$ cat src/rtl/pc_sequencer.sv
// ---------------------------------------------------------------------------
// pc_sequencer
// Program-counter unit for the pipelined core. Holds the fetch PC and picks
// the next PC from, in priority order: trap vector, resolved redirect target,
// hold (hazard stall), return-address-stack prediction, sequential increment.
// A circular return-address stack (RAS) tracks call/return pairs.
//
// Ports
//   clk            clock, all state updates on posedge
//   reset          asynchronous active-low reset
//   PC_Write       1 = advance PC, 0 = hold (stall)
//   branch_taken   resolved redirect this cycle
//   branch_target  redirect target
//   trap           exception: PC <- trap_vec, RAS emptied
//   trap_vec       trap handler address
//   call           instruction at PC_Out is a call (push PC_Out+INST_BYTES)
//   ret            instruction at PC_Out is a return (pop, predict target)
//   PC_Out         registered fetch PC
//   PC_Next        combinational next-PC
//   ras_count      number of valid RAS entries, 0..RAS_DEPTH
//   ras_empty      ras_count == 0
//   ras_full       ras_count == RAS_DEPTH
//   ras_underflow  one-cycle registered pulse after a ret on an empty RAS
// ---------------------------------------------------------------------------
module pc_sequencer #(
  parameter int              XLEN       = 64,
  parameter logic [XLEN-1:0] RESET_VEC  = '0,
  parameter int              INST_BYTES = 4,
  parameter int              RAS_DEPTH  = 4
) (
  input  logic                         clk,
  input  logic                         reset,
  input  logic                         PC_Write,
  input  logic                         branch_taken,
  input  logic [XLEN-1:0]              branch_target,
  input  logic                         trap,
  input  logic [XLEN-1:0]              trap_vec,
  input  logic                         call,
  input  logic                         ret,
  output logic [XLEN-1:0]              PC_Out,
  output logic [XLEN-1:0]              PC_Next,
  output logic [$clog2(RAS_DEPTH):0]   ras_count,
  output logic                         ras_empty,
  output logic                         ras_full,
  output logic                         ras_underflow
);

  localparam int              PW      = $clog2(RAS_DEPTH);
  localparam int              CW      = PW + 1;
  localparam logic [CW-1:0]   DEPTH_C = CW'(RAS_DEPTH);

  logic [XLEN-1:0] r_pc;
  logic [XLEN-1:0] r_ras [RAS_DEPTH];
  logic [PW-1:0]   r_top;
  logic [CW-1:0]   r_count;
  logic            r_underflow;

  logic [XLEN-1:0] w_seq;
  logic            w_accept;
  logic            w_empty;
  logic            w_full;
  logic [XLEN-1:0] w_next;
  logic            w_ras_we;
  logic [PW-1:0]   w_ras_waddr;
  logic [PW-1:0]   w_top_next;
  logic [CW-1:0]   w_count_next;
  logic            w_uf_next;

  // Sequential address doubles as the return address pushed on a call;
  // the addition wraps naturally modulo 2^XLEN.
  assign w_seq    = r_pc + XLEN'(INST_BYTES);
  assign w_accept = !trap && (PC_Write || branch_taken);
  assign w_empty  = (r_count == '0);
  assign w_full   = (r_count == DEPTH_C);

  always_comb begin
    w_next = w_seq;
    if (trap)
      w_next = trap_vec;
    else if (branch_taken)
      w_next = branch_target;
    else if (!PC_Write)
      w_next = r_pc;
    else if (ret && !w_empty)
      w_next = r_ras[r_top];
  end

  // RAS control. r_top always names the most recent entry; a push writes
  // one slot ahead, so on overflow the oldest slot is silently reused.
  // A simultaneous call+ret rewrites the top slot in place.
  always_comb begin
    w_ras_we     = 1'b0;
    w_ras_waddr  = r_top;
    w_top_next   = r_top;
    w_count_next = r_count;
    w_uf_next    = 1'b0;
    if (trap) begin
      w_count_next = '0;
    end else if (w_accept) begin
      if (call && ret) begin
        w_ras_we    = 1'b1;
        w_ras_waddr = r_top;
        if (w_empty) begin
          w_count_next = CW'(1);
          w_uf_next    = 1'b1;
        end
      end else if (call) begin
        w_ras_we    = 1'b1;
        w_ras_waddr = r_top + PW'(1);
        w_top_next  = r_top + PW'(1);
        if (!w_full)
          w_count_next = r_count + CW'(1);
      end else if (ret) begin
        if (!w_empty) begin
          w_top_next   = r_top - PW'(1);
          w_count_next = r_count - CW'(1);
        end else begin
          w_uf_next = 1'b1;
        end
      end
    end
  end

  always_ff @(posedge clk or negedge reset) begin
    if (!reset) begin
      r_pc        <= RESET_VEC;
      r_top       <= '0;
      r_count     <= '0;
      r_underflow <= 1'b0;
    end else begin
      r_pc        <= w_next;
      r_top       <= w_top_next;
      r_count     <= w_count_next;
      r_underflow <= w_uf_next;
    end
  end

  // Entry storage is deliberately not reset; only the count marks validity.
  always_ff @(posedge clk) begin
    if (w_ras_we)
      r_ras[w_ras_waddr] <= w_seq;
  end

  assign PC_Out        = r_pc;
  assign PC_Next       = w_next;
  assign ras_count     = r_count;
  assign ras_empty     = w_empty;
  assign ras_full      = w_full;
  assign ras_underflow = r_underflow;

endmodule

$ cat config.mk
export PLATFORM = sky130hd
export DESIGN_NAME = pc_sequencer
export DESIGN_NICKNAME = d
export VERILOG_FILES = /design/src/rtl/pc_sequencer.sv
export SDC_FILE = /design/constraint.sdc
export NUM_CORES = 1
export LEC_CHECK = 0
export ABC_AREA = 1
export CAP_MARGIN = 40
export CORE_MARGIN = 4
export CORE_UTILIZATION = 35
export DETAILED_ROUTE_END_ITERATION = 8
export PLACE_DENSITY_LB_ADDON = 0.08
export SYNTH_ARGS = -nofsm -noshare
export SYNTH_HDL_FRONTEND = slang
export SYNTH_SLANG_ARGS = --single-unit
$ cat constraint.sdc
create_clock -name clk -period 5.8 [get_ports clk]
set_input_delay 1.45 -clock clk [delete_from_list [all_inputs] [get_ports clk]]
set_output_delay 1.45 -clock clk [all_outputs]
set_load 0.005 [all_outputs]
# Word-level counts from Yosys, hierarchy flattened
# Memory sizes are Yosys's and may differ from the RTL's.
# Cells that the tools add are included.
# classes
bitwise,2
n_reduce_logical,12
eq_ne,5
n_addsub,5
mux,31
# op_table
operator,count
$mux W64,4
$add A64 B3 Y64 const B,1
$mux W3,8
$mux W2,7
$mux W1,12
$reduce_and A5 Y1,2
$ne A4 B3 Y1 const B,2
$reduce_bool A2 Y1,2
$reduce_bool A4 Y1,1
$add A3 B1 Y3 const B,1
$eq A3 B3 Y1 const B,1
$logic_and A1 B1 Y1,3
$logic_not A3 Y1,1
$ne A3 B3 Y1 const B,1
$sub A3 B1 Y3 const B,1
$add A2 B1 Y2 const B,1
$logic_not A1 Y1,2
$ne A2 B2 Y1 const B,1
$not A1 Y1,2
$sub A2 B1 Y2 const B,1
$logic_or A1 B1 Y1,1
# word_totals
ram_bits,256
n_memories,1
wordCells,60
register_bits,70
in_bits,135
output_inout_bits,134
# mem_list
name,depth,width,read_ports,rd_ports_with_merged_regs,wr,line_no,source
r_ras,4,64,1,0,1,53,logic [XLEN-1:0] r_ras [RAS_DEPTH];

# Logic depth before layout (Yosys ltp)
# Gate-level depths: netlist of the first run.
# logic_depth
ltp_word,7
mapped_depth,13
depth_no_buf,13

# Worst setup path after synthesis of the first run
# Ideal clock, no wire load.
# synth_timing
path_kind,in2reg
start,input port trap
end,"memory r_ras[0][0], enable pin"
n_path_buf,1
path_stages,7
required_ns,5.313
arrival_time_ns,4.867
setup_ns,0.487
path_slack_ns,0.446
path_cell_list,clkbuf_1 -> nor2_1 -> inv_1 -> nor3_1 -> o21a_1 -> inv_1 -> nor2_1
# synth_between
elab_chain_len,6
word_cells_on_any_way,8
classes_between,mux: 6; reduce/logical: 2
# synth_lines
item,line_no,source
from (decl),36,"input logic trap,"
$logic_not A1 Y1,72,assign w_accept = !trap && (PC_Write || branch_taken);
$logic_and A1 B1 Y1,72,
$mux W1,99,end else if (w_accept) begin
$mux W1,97,if (trap) begin
$mux W1,140,if (w_ras_we)
$mux W1 (implied by the code),141,r_ras[w_ras_waddr] <= w_seq;
to (decl),53,
# Parallel ways exist; a longest one is shown, timed or not.

# Worst setup path after layout of the first run
# layout_timing
start,input port PC_Write
end,output port PC_Next[29]
# layout_between
elab_chain_len,3
# layout_lines
item,line_no,source
from (decl),33,"input logic PC_Write,"
$mux W64,82,else if (!PC_Write)
$mux W64,80,else if (branch_taken)
$mux W64,78,if (trap)
to (decl),41,"output logic [XLEN-1:0] PC_Next,"
# Every way passes these cells.

==> run_results.csv, run 1 <==
group,metric,value,unit
clock_tree,cts.path.max_buffers,3,
synth,synthTopCellsByArea,"edfxtp_1 49%, dfrtp_1 11%, nand2_1 6.9%",
finish,nets,1921,
critical_path,cp.required,4350,ps
finish,fin_util,0.462,
clock_tree,cts_resized,0,
grt,grt_overflow,0,
finish,drive_gt1_frac,0.0861,
placement,io_buffers,268,
timing,setup_ws,572,ps
route,drc_errors,0,
synth,synth_top_area_share,0.492,
floorplan,die_w,219,um
power_and_ir_drop,leakage,0.00741,uW
timing,fin_skew,14.3,ps
flow_run,cap_violations,0,
critical_path,arrival,3780,ps
timing,period_share,0.901,
clock_tree,cts_hold_buf,0,
power_and_ir_drop,combPwrFrac,0.243,
clock_tree,cts_root_buf,"clkbuf_16",
power_and_ir_drop,p_per_area,350,nW/um^2
grt,grt_max_degree,66,
grt,grt_pass1_wl,83200,um
power_and_ir_drop,pwr-share-clk,0.350,
timing,rsz0062_at_grt,"no",
synth,async_flop_share,0.215,
synth,yosys_most_used_dff,"edfxtp_1",
floorplan,die_y,219,um
synth,ys_types,39,
clock_tree,clock_sinks,326,
route,met3_length,3430,um
synth,ys_seq_area_frac,0.604,
synth,synth_area_per_cell,10.2,um^2
grt,grt.total_usage,0.229,
power_and_ir_drop,finalPower,7140,uW
floorplan,initial_core_util,0.353,
route,totalWireLength,56000,um
synth,syn_inst,1526,
timing,worst-slew-pin-transition,693,ps
clock_tree,cts_buffers,38,
floorplan,num_rows,77,
critical_path,critPathKind,"in2out",
status,outcome,"complete, no violations",
placement,gp_congestion,0.958,
grt,grt_pass1_vias,13139,
route,dr.first_iter.drc_count,1039,
route,drt_pass1_iterations,5,
power_and_ir_drop,peakVddDrop,264,uV
synth,synth_nets,1665,
timing,setup_violations,0,
finish,num_antenna_cells,0,
synth,synth_edf_count,256,
power_and_ir_drop,swShare,0.309,
floorplan,die_area,48100,um^2
power_and_ir_drop,switchingPower,2210,uW
synth,ys_seq_elements,326,
synth,synth_common_cells,"289 x nand2_1, 256 x edfxtp_1, 203 x nor2_1, 101 x a22oi_1, 93 x nand3_1",
critical_path,startpoint_type,"input pin",
clock_tree,path_clk_slew,60,ps
synth,syn_area,15600,um^2
synth,synth_warnings,0,
floorplan,core-area,44200,um^2
synth,synth_area_leader_cell,"edfxtp_1",
timing,fin_crit,5230,ps
clock_tree,clock_latency,560,ps
power_and_ir_drop,p_int,4930,uW
placement,place_worst_setup_slack,572,ps
route,routedWlPerCell,23.3,um
route,viasPerCell,5.37,
route,ant_nets,0,
route,routed-wl-met2,26300,um
clock_tree,htreeDepth,2,
floorplan,io_pins,269,
grt,antenna_found_initial,0,
route,highest_layer,"met4",
timing,relSlewSlack,0.537,
power_and_ir_drop,sequentialPowerShare,0.407,
timing,fmax,191,MHz
synth,synth.most_common_cell,"nand2_1",
timing,tns,0,ps
timing,final_hold_viol_count,0,
critical_path,cp-end-kind,"primary output",
critical_path,path_max_fanout,42,
route,vias,12919,
hold_path,min_path_type,"reg2reg",
timing,finalMaxSlewViolations,0,
route,m1WireLength,25100,um
placement,dp.final_hpwl,37100,um
finish,syn2layout_area_growth,30.7,%
timing,hold_slack,606,ps
clock_tree,cts_tree,"built",
clock_tree,cts_setup_buffers,0,
[final cells by class]
| class | instances | area (um^2) |
|---|---|---|
| fill | 4129 | 23800 |
| tap | 592 | 741 |
| sequential | 326 | 9440 |
| multi-input combinational | 1025 | 5520 |
| clock inverter | 23 | 248 |
| inverter | 97 | 364 |
| clock buffer | 47 | 1060 |
| timing repair buffer | 294 | 3050 |
[per-layer routing]
metal	GRT usage	vias up
li1	-	5990
met1	0.317	6417
met2	0.372	442
met5	0	-
met4	0.0645	0
met3	0.0386	70
[cell usage in the layout, fill, tap and decap left out, types with 46 or more instances in the layout]
cell type / synthesis / routed
a22oi_1: 101 / 101
clkdlybuf4s50_1: 0 / 265
nand3_1: 93 / 93
edfxtp_1: 256 / 256
inv_1: 90 / 88
a31oi_1: 46 / 46
nor2_1: 203 / 197
dfrtp_1: 70 / 70
nand2_1: 289 / 289
a221oi_1: 56 / 56
a21oi_1: 68 / 68
[power groups by stage]
stage	combinational [uW]	clock (uW)	sequential (uW)
global placement	1730	0	2950
detailed placement	1730	0	2950
CTS	1740	2560	2900
global route	1880	2660	2920
finish	1730	2500	2900
floorplan	936	0	2900
[sequential cells by signal, summed over array words and instances, names as in the netlist]
name / flops
r_top: 2
ras_count: 3
r_ras: 256
ras_underflow: 1
PC_Out: 64
[worst max-delay path, stage by stage]
cell	delay [ps]
clkdlybuf4s50_1	580
clkinv_1	180
buf_4	360
a31oi_1	250
nand3_1	190
a21oi_1	210
clkdlybuf4s50_1	530
[metrics by stage]
| stage | area, um^2 | instances |
|---|---|---|
| after detailed placement | 19100 | 2334 |
| after CTS | 20400 | 2404 |
| after global routing | 20400 | 2404 |
| final | 20400 | 2404 |
| after floorplan | 15600 | 1526 |
| after global placement | 19100 | 2332 |
[cell families after synthesis]
family,after synthesis,synth area share
simple gates,666,0.189
compound gates,326,0.141
flops,326,0.604
buf+inv,175,0.0457
xor+xnor,29,0.0163
fa+ha+maj,4,0.00368
[path summary, 6_finish.rpt]
path / to / cells after the start / startpoint / slack [ps]
hold / removal: r_ras[0][0] / 0 / PC_Out[0] / 610
hold reg to reg: r_ras[0][0] / 0 / PC_Out[0] / 610
setup reg to reg: r_ras[0][24] / 9 / r_top[1] / 2550
setup / recovery: PC_Next[29] / 7 / PC_Write / 570
max in group asynchronous: PC_Out[31] / 2 / reset / 4320
min in group asynchronous: PC_Out[1] / 1 / reset / 860
Power figures use the tool's default switching activity.
==> run 2: changes to the inputs <==
ABC_CLOCK_PERIOD_IN_PS = 5800   (was unset)
DONT_BUFFER_PORTS = 1   (was unset)
==> run_results.csv, run 2 (synthesis results as in run 1) <==
group,metric,value,unit
status,outcome,"complete, no violations",
clock_tree,cts_resized,0,
timing,final_hold_viol_count,0,
finish,syn2layout_area_growth,12.1,%
floorplan,die_y,219,um
power_and_ir_drop,p_per_area,379,nW/um^2
critical_path,reg2reg_to,"PC_Out[5]",
route,totalWireLength,54400,um
finish,top_register,"r_ras",
clock_tree,clock_sinks,326,
finish,nets,1653,
route,drc_errors,0,
timing,finalMaxSlewViolations,0,
route,routedWlPerCell,25.5,um
route,dr.first_iter.drc_count,845,
critical_path,r2r_slack,3010,ps
floorplan,die_w,219,um
clock_tree,cts_buffers,39,
critical_path,cp.required,4350,ps
timing,relSlewSlack,0.498,
placement,dp.final_hpwl,36800,um
grt,grt_pass1_wl,79500,um
placement,io_buffers,0,
clock_tree,cts_setup_buffers,0,
timing,fin_crit,4710,ps
clock_tree,cts.path.max_buffers,3,
floorplan,io_pins,269,
hold_path,min_path_type,"in2async",
placement,gp_congestion,0.959,
clock_tree,htreeDepth,2,
clock_tree,clock_latency,550,ps
floorplan,die_area,48100,um^2
grt,grt_overflow,0,
timing,fin_skew,18.4,ps
timing,rsz0062_at_grt,"no",
finish,num_antenna_cells,0,
timing,period_share,0.813,
timing,setup_violations,0,
floorplan,num_rows,77,
critical_path,regToRegStartpoint,"ras_count[0]",
finish,layout_common_cells,"289 x nand2_1, 256 x edfxtp_1, 197 x nor2_1, 101 x a22oi_1, 93 x nand3_1",
critical_path,critPathKind,"in2out",
grt,antenna_found_initial,0,
clock_tree,cts_hold_buf,0,
critical_path,path_max_fanout,26,
flow_run,cap_violations,0,
grt,grt.total_usage,0.222,
power_and_ir_drop,peakVddDrop,182,uV
grt,grt_pass1_vias,11927,
finish,regArea,9440,um^2
clock_tree,cts_tree,"built",
clock_tree,path_clk_slew,60,ps
route,vias,11916,
timing,tns,0,ps
route,ant_nets,0,
clock_tree,cts_root_buf,"clkbuf_16",
route,drt_pass1_iterations,7,
grt,grt_max_degree,71,
timing,hold_slack,598,ps
timing,worst-slew-pin-transition,751,ps
finish,nFillCells,4373,
floorplan,initial_core_util,0.353,
critical_path,arrival,3260,ps
route,viasPerCell,5.58,
finish,multi_input_area,5520,um^2
finish,final_common_cell,"nand2_1",
finish,drive_gt1_frac,0.0920,
power_and_ir_drop,leakage,0.00626,uW
critical_path,reg2regPathDepth,10,
critical_path,startpoint_type,"input pin",
critical_path,cp-end-kind,"primary output",
timing,fmax,212,MHz
finish,largest_reg_flops,256,
floorplan,core-area,44200,um^2
-- run 2: changes by cell type in the layout (fill, tap and decap cells not counted), sizes merged --
cell	previous run	this run
inv	95	94
buf	29	25
bufinv	5	2
clkdlybuf4s50	265	0
clkbuf	47	53
clkinvlp	3	1
-- run 2: worst max-delay path, stage by stage --
cell     delay, ps
nand2_2         90
buf_4          360
nand2_1        450
inv_1          340
a21oi_1        100
nand2_1         80
o21ai_0         70
o21ai_0        310
-- run 2: through the flow --
stage,utilization,total power [uW],instance area [um^2],instances,setup slack (ps)
after global routing,0.396,6970,17500,2135,839
after floorplan,-,3840,15600,1526,446
after CTS,0.396,6720,17500,2135,1060
after detailed placement,0.369,4370,16300,2065,1060
after global placement,0.369,4380,16300,2065,1060
final,0.396,6640,17500,2135,1090
-- run 2: per-layer routing --
metal  up-vias  routed length, um  global-route usage
met1      5977              23700               0.304
met2       412              26200               0.369
met4         0               1110              0.0569
met5         -                  0                   0
met3        66               3390              0.0374
li1       5461                  -                   -
-- run 2: worst max-delay path by stage --
stage / startpoint / to / slack, ps / cells past startpoint
after floorplan: trap / r_ras[0][0] / 450 / 7
after global placement: ret / PC_Next[5] / 1060 / 8
after detailed placement: ret / PC_Next[5] / 1060 / 8
after CTS: ret / PC_Next[5] / 1060 / 8
after global routing: ras_count[0] / PC_Next[6] / 840 / 10
final: ret / PC_Next[5] / 1090 / 8
-- run 2: area by class of cell --
type,count,area share
clock inverters,17,0.00714
well taps,592,0.0423
repair buffers,25,0.0143
multi-input cells,1025,0.315
clock buffers,53,0.0617
inverters,97,0.0208
flip-flops and latches,326,0.539
-- run 2: where the power goes --
group	internal, uW	switching (uW)
sequential	2750	169
combinational	393	1000
clock	1390	943
